[config.mk]
export PLATFORM = sky130hd
export DESIGN_NAME = mac_ctrl_frame_tx
export DESIGN_NICKNAME = d
export VERILOG_FILES = /design/src/rtl/mac_ctrl_frame_tx.sv
export SDC_FILE = /design/constraint.sdc
export NUM_CORES = 1
export LEC_CHECK = 0
export CAP_MARGIN = 20
export CORE_MARGIN = 2
export CORE_UTILIZATION = 43
export CTS_BUF_LIST = sky130_fd_sc_hd__clkbuf_2
export DETAILED_ROUTE_END_ITERATION = 16
export PLACE_DENSITY = 0.7
export SYNTH_ARGS = -nofsm -noshare
export SYNTH_HDL_FRONTEND = slang
export SYNTH_SLANG_ARGS = --single-unit
[constraint.sdc]
create_clock -name clk -period 2.49 [get_ports clk]
set_clock_uncertainty 0.1 [all_clocks]
set_input_delay 0.3735 -clock clk [delete_from_list [all_inputs] [get_ports clk]]
set_output_delay 0.3735 -clock clk [all_outputs]
set_load 0.005 [all_outputs]
[src/rtl/mac_ctrl_frame_tx.sv]
// MAC control frame inserter: serialises a captured mcf_* request into a
// 60-byte (pre-FCS) control frame on the TX stream, between user frames.
module mac_ctrl_frame_tx #(
  parameter int unsigned DATA_WIDTH      = 8,
  parameter int unsigned KEEP_WIDTH      = DATA_WIDTH / 8,
  parameter int unsigned USER_WIDTH      = 1,
  parameter int unsigned MCF_PARAMS_SIZE = 18
) (
  input  logic                         clk,
  input  logic                         rst_n,

  input  logic                         mcf_valid,
  output logic                         mcf_ready,
  input  logic [47:0]                  mcf_eth_dst,
  input  logic [47:0]                  mcf_eth_src,
  input  logic [15:0]                  mcf_eth_type,
  input  logic [15:0]                  mcf_opcode,
  input  logic [MCF_PARAMS_SIZE*8-1:0] mcf_params,

  input  logic [DATA_WIDTH-1:0]        s_axis_tdata,
  input  logic [KEEP_WIDTH-1:0]        s_axis_tkeep,
  input  logic                         s_axis_tvalid,
  output logic                         s_axis_tready,
  input  logic                         s_axis_tlast,
  input  logic [USER_WIDTH-1:0]        s_axis_tuser,

  output logic [DATA_WIDTH-1:0]        m_axis_tdata,
  output logic [KEEP_WIDTH-1:0]        m_axis_tkeep,
  output logic                         m_axis_tvalid,
  input  logic                         m_axis_tready,
  output logic                         m_axis_tlast,
  output logic [USER_WIDTH-1:0]        m_axis_tuser,

  output logic                         stat_tx_mcf
);

  localparam int unsigned FRAME_BYTES = 60;
  localparam int unsigned BEATS       = (FRAME_BYTES + KEEP_WIDTH - 1) / KEEP_WIDTH;
  localparam int unsigned CNT_W       = (BEATS > 1) ? $clog2(BEATS) : 1;
  localparam int unsigned LAST_BYTES  = FRAME_BYTES - (BEATS - 1) * KEEP_WIDTH;
  localparam int unsigned PAD_BITS    = BEATS * DATA_WIDTH;
  localparam int unsigned PARAM_BITS  = MCF_PARAMS_SIZE * 8;

  localparam logic [KEEP_WIDTH-1:0] FULL_KEEP = {KEEP_WIDTH{1'b1}};
  localparam logic [KEEP_WIDTH-1:0] LAST_KEEP = FULL_KEEP >> (KEEP_WIDTH - LAST_BYTES);
  localparam logic [CNT_W-1:0]      LAST_CNT  = CNT_W'(BEATS - 1);

  typedef enum logic [1:0] {
    IDLE = 2'd0,
    DATA = 2'd1,
    MCF  = 2'd2
  } state_t;

  state_t                state_q, state_d;
  logic [CNT_W-1:0]      cnt_q, cnt_d;
  logic                  capture;

  logic [47:0]           dst_q;
  logic [47:0]           src_q;
  logic [15:0]           type_q;
  logic [15:0]           opcode_q;
  logic [PARAM_BITS-1:0] params_q;

  logic [PAD_BITS-1:0]   frame_pad;
  logic [DATA_WIDTH-1:0] beat_data;
  logic                  last_beat;

  // State register and beat counter
  always_ff @(posedge clk or negedge rst_n) begin
    if (!rst_n) begin
      state_q <= IDLE;
      cnt_q   <= '0;
    end else begin
      state_q <= state_d;
      cnt_q   <= cnt_d;
    end
  end

  // Request capture; the frame in flight is built only from these copies
  always_ff @(posedge clk or negedge rst_n) begin
    if (!rst_n) begin
      dst_q    <= '0;
      src_q    <= '0;
      type_q   <= '0;
      opcode_q <= '0;
      params_q <= '0;
    end else if (capture) begin
      dst_q    <= mcf_eth_dst;
      src_q    <= mcf_eth_src;
      type_q   <= mcf_eth_type;
      opcode_q <= mcf_opcode;
      params_q <= mcf_params;
    end
  end

  // Wire-order byte image of the frame, zero padded to a whole number of beats
  always_comb begin
    frame_pad = '0;
    for (int i = 0; i < 6; i++) begin
      frame_pad[8*i +: 8]       = dst_q[8*(5-i) +: 8];
      frame_pad[8*(6+i) +: 8]   = src_q[8*(5-i) +: 8];
    end
    frame_pad[8*12 +: 8] = type_q[15:8];
    frame_pad[8*13 +: 8] = type_q[7:0];
    frame_pad[8*14 +: 8] = opcode_q[15:8];
    frame_pad[8*15 +: 8] = opcode_q[7:0];
    for (int i = 0; i < int'(MCF_PARAMS_SIZE); i++) begin
      frame_pad[8*(16+i) +: 8] = params_q[8*i +: 8];
    end
  end

  // Select the beat addressed by the counter
  always_comb begin
    beat_data = '0;
    for (int b = 0; b < int'(BEATS); b++) begin
      if (cnt_q == CNT_W'(b)) begin
        beat_data = frame_pad[b*DATA_WIDTH +: DATA_WIDTH];
      end
    end
  end

  assign last_beat = (cnt_q == LAST_CNT);

  // Next-state and output decode; user data passes through outside MCF
  always_comb begin
    state_d       = state_q;
    cnt_d         = cnt_q;
    capture       = 1'b0;
    mcf_ready     = 1'b0;
    stat_tx_mcf   = 1'b0;
    m_axis_tdata  = s_axis_tdata;
    m_axis_tkeep  = s_axis_tkeep;
    m_axis_tvalid = s_axis_tvalid;
    m_axis_tlast  = s_axis_tlast;
    m_axis_tuser  = s_axis_tuser;
    s_axis_tready = m_axis_tready;

    unique case (state_q)
      IDLE: begin
        if (mcf_valid) begin
          mcf_ready     = 1'b1;
          capture       = 1'b1;
          m_axis_tvalid = 1'b0;
          s_axis_tready = 1'b0;
          cnt_d         = '0;
          state_d       = MCF;
        end else if (s_axis_tvalid && m_axis_tready && !s_axis_tlast) begin
          state_d = DATA;
        end
      end

      DATA: begin
        if (s_axis_tvalid && m_axis_tready && s_axis_tlast) begin
          state_d = IDLE;
        end
      end

      MCF: begin
        s_axis_tready = 1'b0;
        m_axis_tvalid = 1'b1;
        m_axis_tdata  = beat_data;
        m_axis_tkeep  = last_beat ? LAST_KEEP : FULL_KEEP;
        m_axis_tlast  = last_beat;
        m_axis_tuser  = '0;
        if (m_axis_tready) begin
          if (last_beat) begin
            stat_tx_mcf = 1'b1;
            cnt_d       = '0;
            state_d     = IDLE;
          end else begin
            cnt_d = cnt_q + CNT_W'(1);
          end
        end
      end

      default: begin
        state_d = IDLE;
        cnt_d   = '0;
      end
    endcase

    // Nothing is offered or accepted while reset is held
    if (!rst_n) begin
      mcf_ready     = 1'b0;
      capture       = 1'b0;
      m_axis_tvalid = 1'b0;
      s_axis_tready = 1'b0;
      stat_tx_mcf   = 1'b0;
    end
  end

endmodule
Word level (Yosys, flattened, before mapping)
Cells that the tools add are included.

Output and inout bits: 15. Flip-flop bits (word level): 280. Bits of input ports: 288.

Bitwise logic cells: 1. Add/sub/neg operators: 1. Muxes and demuxes: 87. Equal/unequal tests: 66. Reductions and logical operators: 8.

Operators with widths (number): 2-to-1 mux 8 bit (61); == test 6 bit (second input constant) (28); == test 6 x 5 -> 1 bit (second input constant) (16); == test 6 x 4 -> 1 bit (second input constant) (8); == test 6 x 3 -> 1 bit (second input constant) (4); 2-to-1 mux 6 bit (3); case mux 6 bit (3 select lines) (1); 2-to-1 mux 1 bit (14); == test 6 x 2 -> 1 bit (second input constant) (2); 2-to-1 mux 2 bit (5); != test 2 bit (second input constant) (4); adder 6 x 1 -> 6 bit (second input constant) (1); == test 6 x 1 -> 1 bit (second input constant) (1); logical NOT 6 bit (1); case mux 2 bit (3 select lines) (1); case mux 1 bit (2 select lines) (2); AND reduction 4 bit (1); logical AND 1 bit (3); != test 3 bit (second input constant) (1); AND reduction 3 bit (1); == test 2 x 1 -> 1 bit (second input constant) (1); == test 2 bit (second input constant) (1); logical NOT 2 bit (1); logical NOT 1 bit (1); inverter 1 bit (1).

Longest topological paths before layout
Word-level depth: 62. Gate-level depth with buffers: 11. Gate-level depth less buffers: 9.

Worst setup path after synthesis
No wires, ideal clock.

Path type: register to output. From: register cnt_q[1]. To: output m_axis_tdata[0]. Path slack: -285 ps. Cell stages (with the launch flop): 12. Path buffers: 2. Data required time: 2017 ps. Data arrival time: 2302 ps. Cells stage by stage: dfrtp_1 -> inv_1 -> ha_1 -> buf_2 -> nor2b_1 -> clkbuf_1 -> and3_1 -> a2111oi_1 -> o311a_1 -> o31ai_1 -> nand2_1 -> a311oi_1.

Cells in the longest elaborated chain, start to end: 62. Elaborated cells on any way between the ends: 121.

Ends and longest elaborated chain: start: declaration (line 55) `logic [CNT_W-1:0] cnt_q, cnt_d;`; start signal: assignment (line 75) `cnt_q <= cnt_d;`; logical NOT 6 bit (line 116) `if (cnt_q == CNT_W'(b)) begin`; 2-to-1 mux 8 bit (59 in a row) (line 116); 2-to-1 mux 8 bit * (line 116); 2-to-1 mux 8 bit * (line 138) `unique case (state_q)`; end: declaration (line 27) `output logic [DATA_WIDTH-1:0] m_axis_tdata,`.

Mark *: on every way between the ends. The rest lies on a longest branch, timed or not.

Final worst setup path
From: register cnt_q[0]. To: output m_axis_tdata[0].

The elaborated chain is that of the path after synthesis.

==> results.md <==
* Syn avg cell area at roughly 11 um2
* CTS tree: built
* Crit path DAT at ~3.6 ns
* Worst path slowest cell: or3b_4
* PnR worst setup slack at -1.60 ns
* Netlist cell types at 82
* Root buf cell: clkbuf_2
* Clock transition at path regs at ~0.14 ns
* Switching power at just under 0.008 W
* IO Count at 303
* Vert. Die Dim at 186 um
* Post-synth EDFFs at 0
* Core area at approximately 0.033 mm2
* Switching share of power at a little under two fifths
* Clock sink count at 280
* Crit path launch: cnt_q[0]$_DFFE_PN0P_
* GRT overflow at 0
* Depth of the CTS H-tree at 3
* Layout cells sized above 1 at roughly two fifths
* IO buf count at 302
* Min-Delay Path Depth at 2
* Top post-synthesis cells by area: dfrtp_1 49%, mux2_2 21%, nor2_1 2.4%, o21ai_0 2.4%, nand2_1 2.1%
* Synth top area share at approximately 49%
* CP peak stage delay at roughly 0.43 ns
* Ys flop type: dfrtp_1
* Pwr per Cell Area at roughly 930 mW/mm2
* Maximum VDD drop at ~420 uV
* CP dominant cell by count: buf_6
* Combinational fraction of design power at roughly 44%
* Crit Path Category: flip-flop to output port
* Clock buffer depth at 3
* Post-DP HPWL at about 40000 um
* Flops & latches, synth at between 200 and 300
* Final #Nets at between 2000 and 2500
* Routed Antenna Nets at 0
* Clock share of power at between 10 and 15%
* FF-to-FF setup slack at approximately 0.23 ns
* Vias in the first global route at between 10000 and 15000
* Initial drt markers at 1349
* First-pass GRT wire length at 84600 um
* WL per Instance at roughly 23 um
* Seq pwr share at between 40% and 50%
* Ys async rst share at 100%
* DR DRC count at 0
* Initial antenna violation count at 2
* Critical path required time at ~2.0 ns
* Relative area change from synthesis to final layout at 60.2%
* Starting Density at about 44%
* Total power at about 0.021 W
* Final Setup Violations at 11
* Global Route Usage Sum at 32.5%
* Internal at between 0.01 and 0.015 W
* Routed via count at between 10000 and 15000
* Setup crit start kind: flip-flop
* Yosys Warn Count at 0
* Worst r2r src: cnt_q[0]$_DFFE_PN0P_
* Register area share after synthesis at about half
* Crit. End Element: output port
* Pleak at 9.75 nW
* Final Slew Violations at 0
* Violated checks: setup timing
* Synth area leader: dfrtp_1
* Drt pass-1 iters at 8
* Num CTS Buffers at 77
* Post-DR vias/cell at around 5.6
* Routability cong. at 0.977
* Largest net degree at the start of global routing at between 150 and 200
* Hold Startpoint: mcf_params[86]
* Finished Layout Cells at roughly 2500
* Clk Latency, worst-skew pair at about 0.86 ns
* RSZ-0062 raised after global routing: true
* Slew margin rel. at between 30 and 40%
* Total Routed Length at around 57000 um
* Max Cap Violations at 0
* Die Footprint at ~0.035 mm2
* Status: finished, violations left
* Worst Max-Slew Pin Slew at 1.02 ns
* Hold Crit Class: primary input to flip-flop
* Hold endpoint: params_q[86]$_DFFE_PN0P_
* Final Critical Period at a little over 4 ns
* Fin. Hold Viols at 0
* Reg2reg path depth at 10
* Dpl cells at between 2000 and 2500
* Tcrit/Tclk final at 164%
* CP Max Fanout at 7
* Critical R2R Capture: cnt_q[4]$_DFFE_PN0P_
* Post-Synthesis Cells at between 1000 and 1500
* Mapped cell area at 0.0142 mm2
* Crit path cell chain: inv_2 -> ha_4 -> or3b_4 -> nor2_4 -> buf_6 -> buf_6 -> a2111oi_2 -> o311a_1 -> o31ai_2 -> nand2_1 -> a311oi_2 -> buf_2
* DIE WIDTH at 186 um
* Fmax at between 200 and 250 MHz
* Rows at between 60 and 70
* Mapped Nets at ~1600
[cell type report]
cell class / count / area [um2]
Multi-Input combinational cell: 894 / 7500
Timing Repair Buffer: 757 / 7080
Fill cell: 2487 / 9750
Clock buffer: 101 / 505
Antenna cell: 2 / 5.00
Clock inverter: 21 / 104
Inverter: 7 / 26.3
Tap cell: 442 / 553
Sequential cell: 280 / 7010
[power groups by stage]
stage	Clock, W	Sequential, W	Combinational, W
2_1_floorplan	0	0.00778	0.00461
3_3_place_gp	0	0.00853	0.00784
3_5_place_dp	0	0.00859	0.00799
4_1_cts	0.00320	0.00855	0.00890
5_1_grt	0.00346	0.00885	0.00987
6_report	0.00315	0.00866	0.00930
[worst max-delay path, delay by kind of cell, from the launching register on]
family / cells / cell delay, ns
flip-flops: 1 / 0.41
adder cells (fa/ha/maj): 1 / 0.19
AO/OA/AOI/OAI: 4 / 0.93
AND/OR/NAND/NOR: 3 / 0.71
buffers and inverters: 4 / 0.49
[state kept, by name, indices dropped and copies added (netlist names)]
| register | cells |
|---|---|
| type_q | 16 |
| cnt_q | 6 |
| src_q | 48 |
| dst_q | 48 |
| params_q | 144 |
| state_q | 2 |
| opcode_q | 16 |
[routing by layer]
metal	track usage (%)	part of all wire, %
met1	45.7	44
met2	52.9	48
met3	4.36	6.5
met4	9.13	2.4
met5	0	0
[worst max-delay path by stage]
stage | to | slack (ns) | cells after the start
after global placement | m_axis_tdata[0] | -1.34 | 10
after CTS | m_axis_tdata[4] | -1.70 | 14
after detailed placement | m_axis_tdata[0] | -1.32 | 9
after floorplan | m_axis_tdata[0] | -0.10 | 10
final | m_axis_tdata[0] | -1.60 | 12
after global routing | m_axis_tdata[0] | -1.68 | 12
[cell usage in the layout (no fill, tap or decap), drive strengths merged, types with 32 or more instances in the layout]
| cell | netlist | routed |
|---|---|---|
| buf | 48 | 305 |
| clkdlybuf4s50 | 0 | 286 |
| dfrtp | 280 | 280 |
| mux2 | 271 | 271 |
| dlygate4sd3 | 0 | 158 |
| clkbuf | 31 | 105 |
| nor2 | 96 | 96 |
| nand2 | 83 | 83 |
| o21ai | 71 | 71 |
| a21oi | 41 | 41 |
| a221oi | 32 | 32 |
[logic make-up after synthesis]
logic type      synth area share, %
simple gates                   11.8
compound gates                 14.2
flops                          49.2
mux                            21.6
buf+inv                        2.84
fa+ha+maj                     0.352
[synth_stat cells, types with 9 or more instances]
library cell / count
a2111oi_0: 9
a21oi_1: 41
a221o_1: 11
a221oi_1: 32
a22oi_1: 15
and2_1: 9
and3_1: 15
buf_2: 38
clkbuf_1: 31
dfrtp_1: 280
mux2_2: 271
nand2_1: 81
nand2b_1: 12
nand3_1: 30
nor2_1: 92
nor3_1: 24
nor4_1: 9
o21ai_0: 69
o22ai_1: 21
[timing repair]
| item | in CTS | in global routing |
|---|---|---|
| hold buffers | 150 | 8 |
| setup endpoints to repair | 15 | 14 |
| resized for setup | 170 | 36 |
| setup buffers | 29 | 6 |
| cloned | 0 | 1 |
| endpoints found under the hold margin | 428 | 8 |
| pin swaps | 48 | 20 |
[stage by stage]
| step | hold slack, ns | util, % | setup TNS (ns) | setup slack, ns | instance area (um2) |
|---|---|---|---|---|---|
| after detailed placement | 0.105 | 60.5 | -9.39 | -1.32 | 19700 |
| after global placement | 0.106 | 60.5 | -9.49 | -1.34 | 19700 |
| final | 0.0356 | 70.0 | -13.29 | -1.60 | 22800 |
| after global routing | -0.0203 | 70.0 | -14.68 | -1.68 | 22800 |
| after floorplan | -0.0221 | - | -0.299 | -0.103 | 14400 |
| after CTS | 0.000501 | 69.3 | -14.98 | -1.70 | 22500 |
Power figures use the tool's default switching activity.
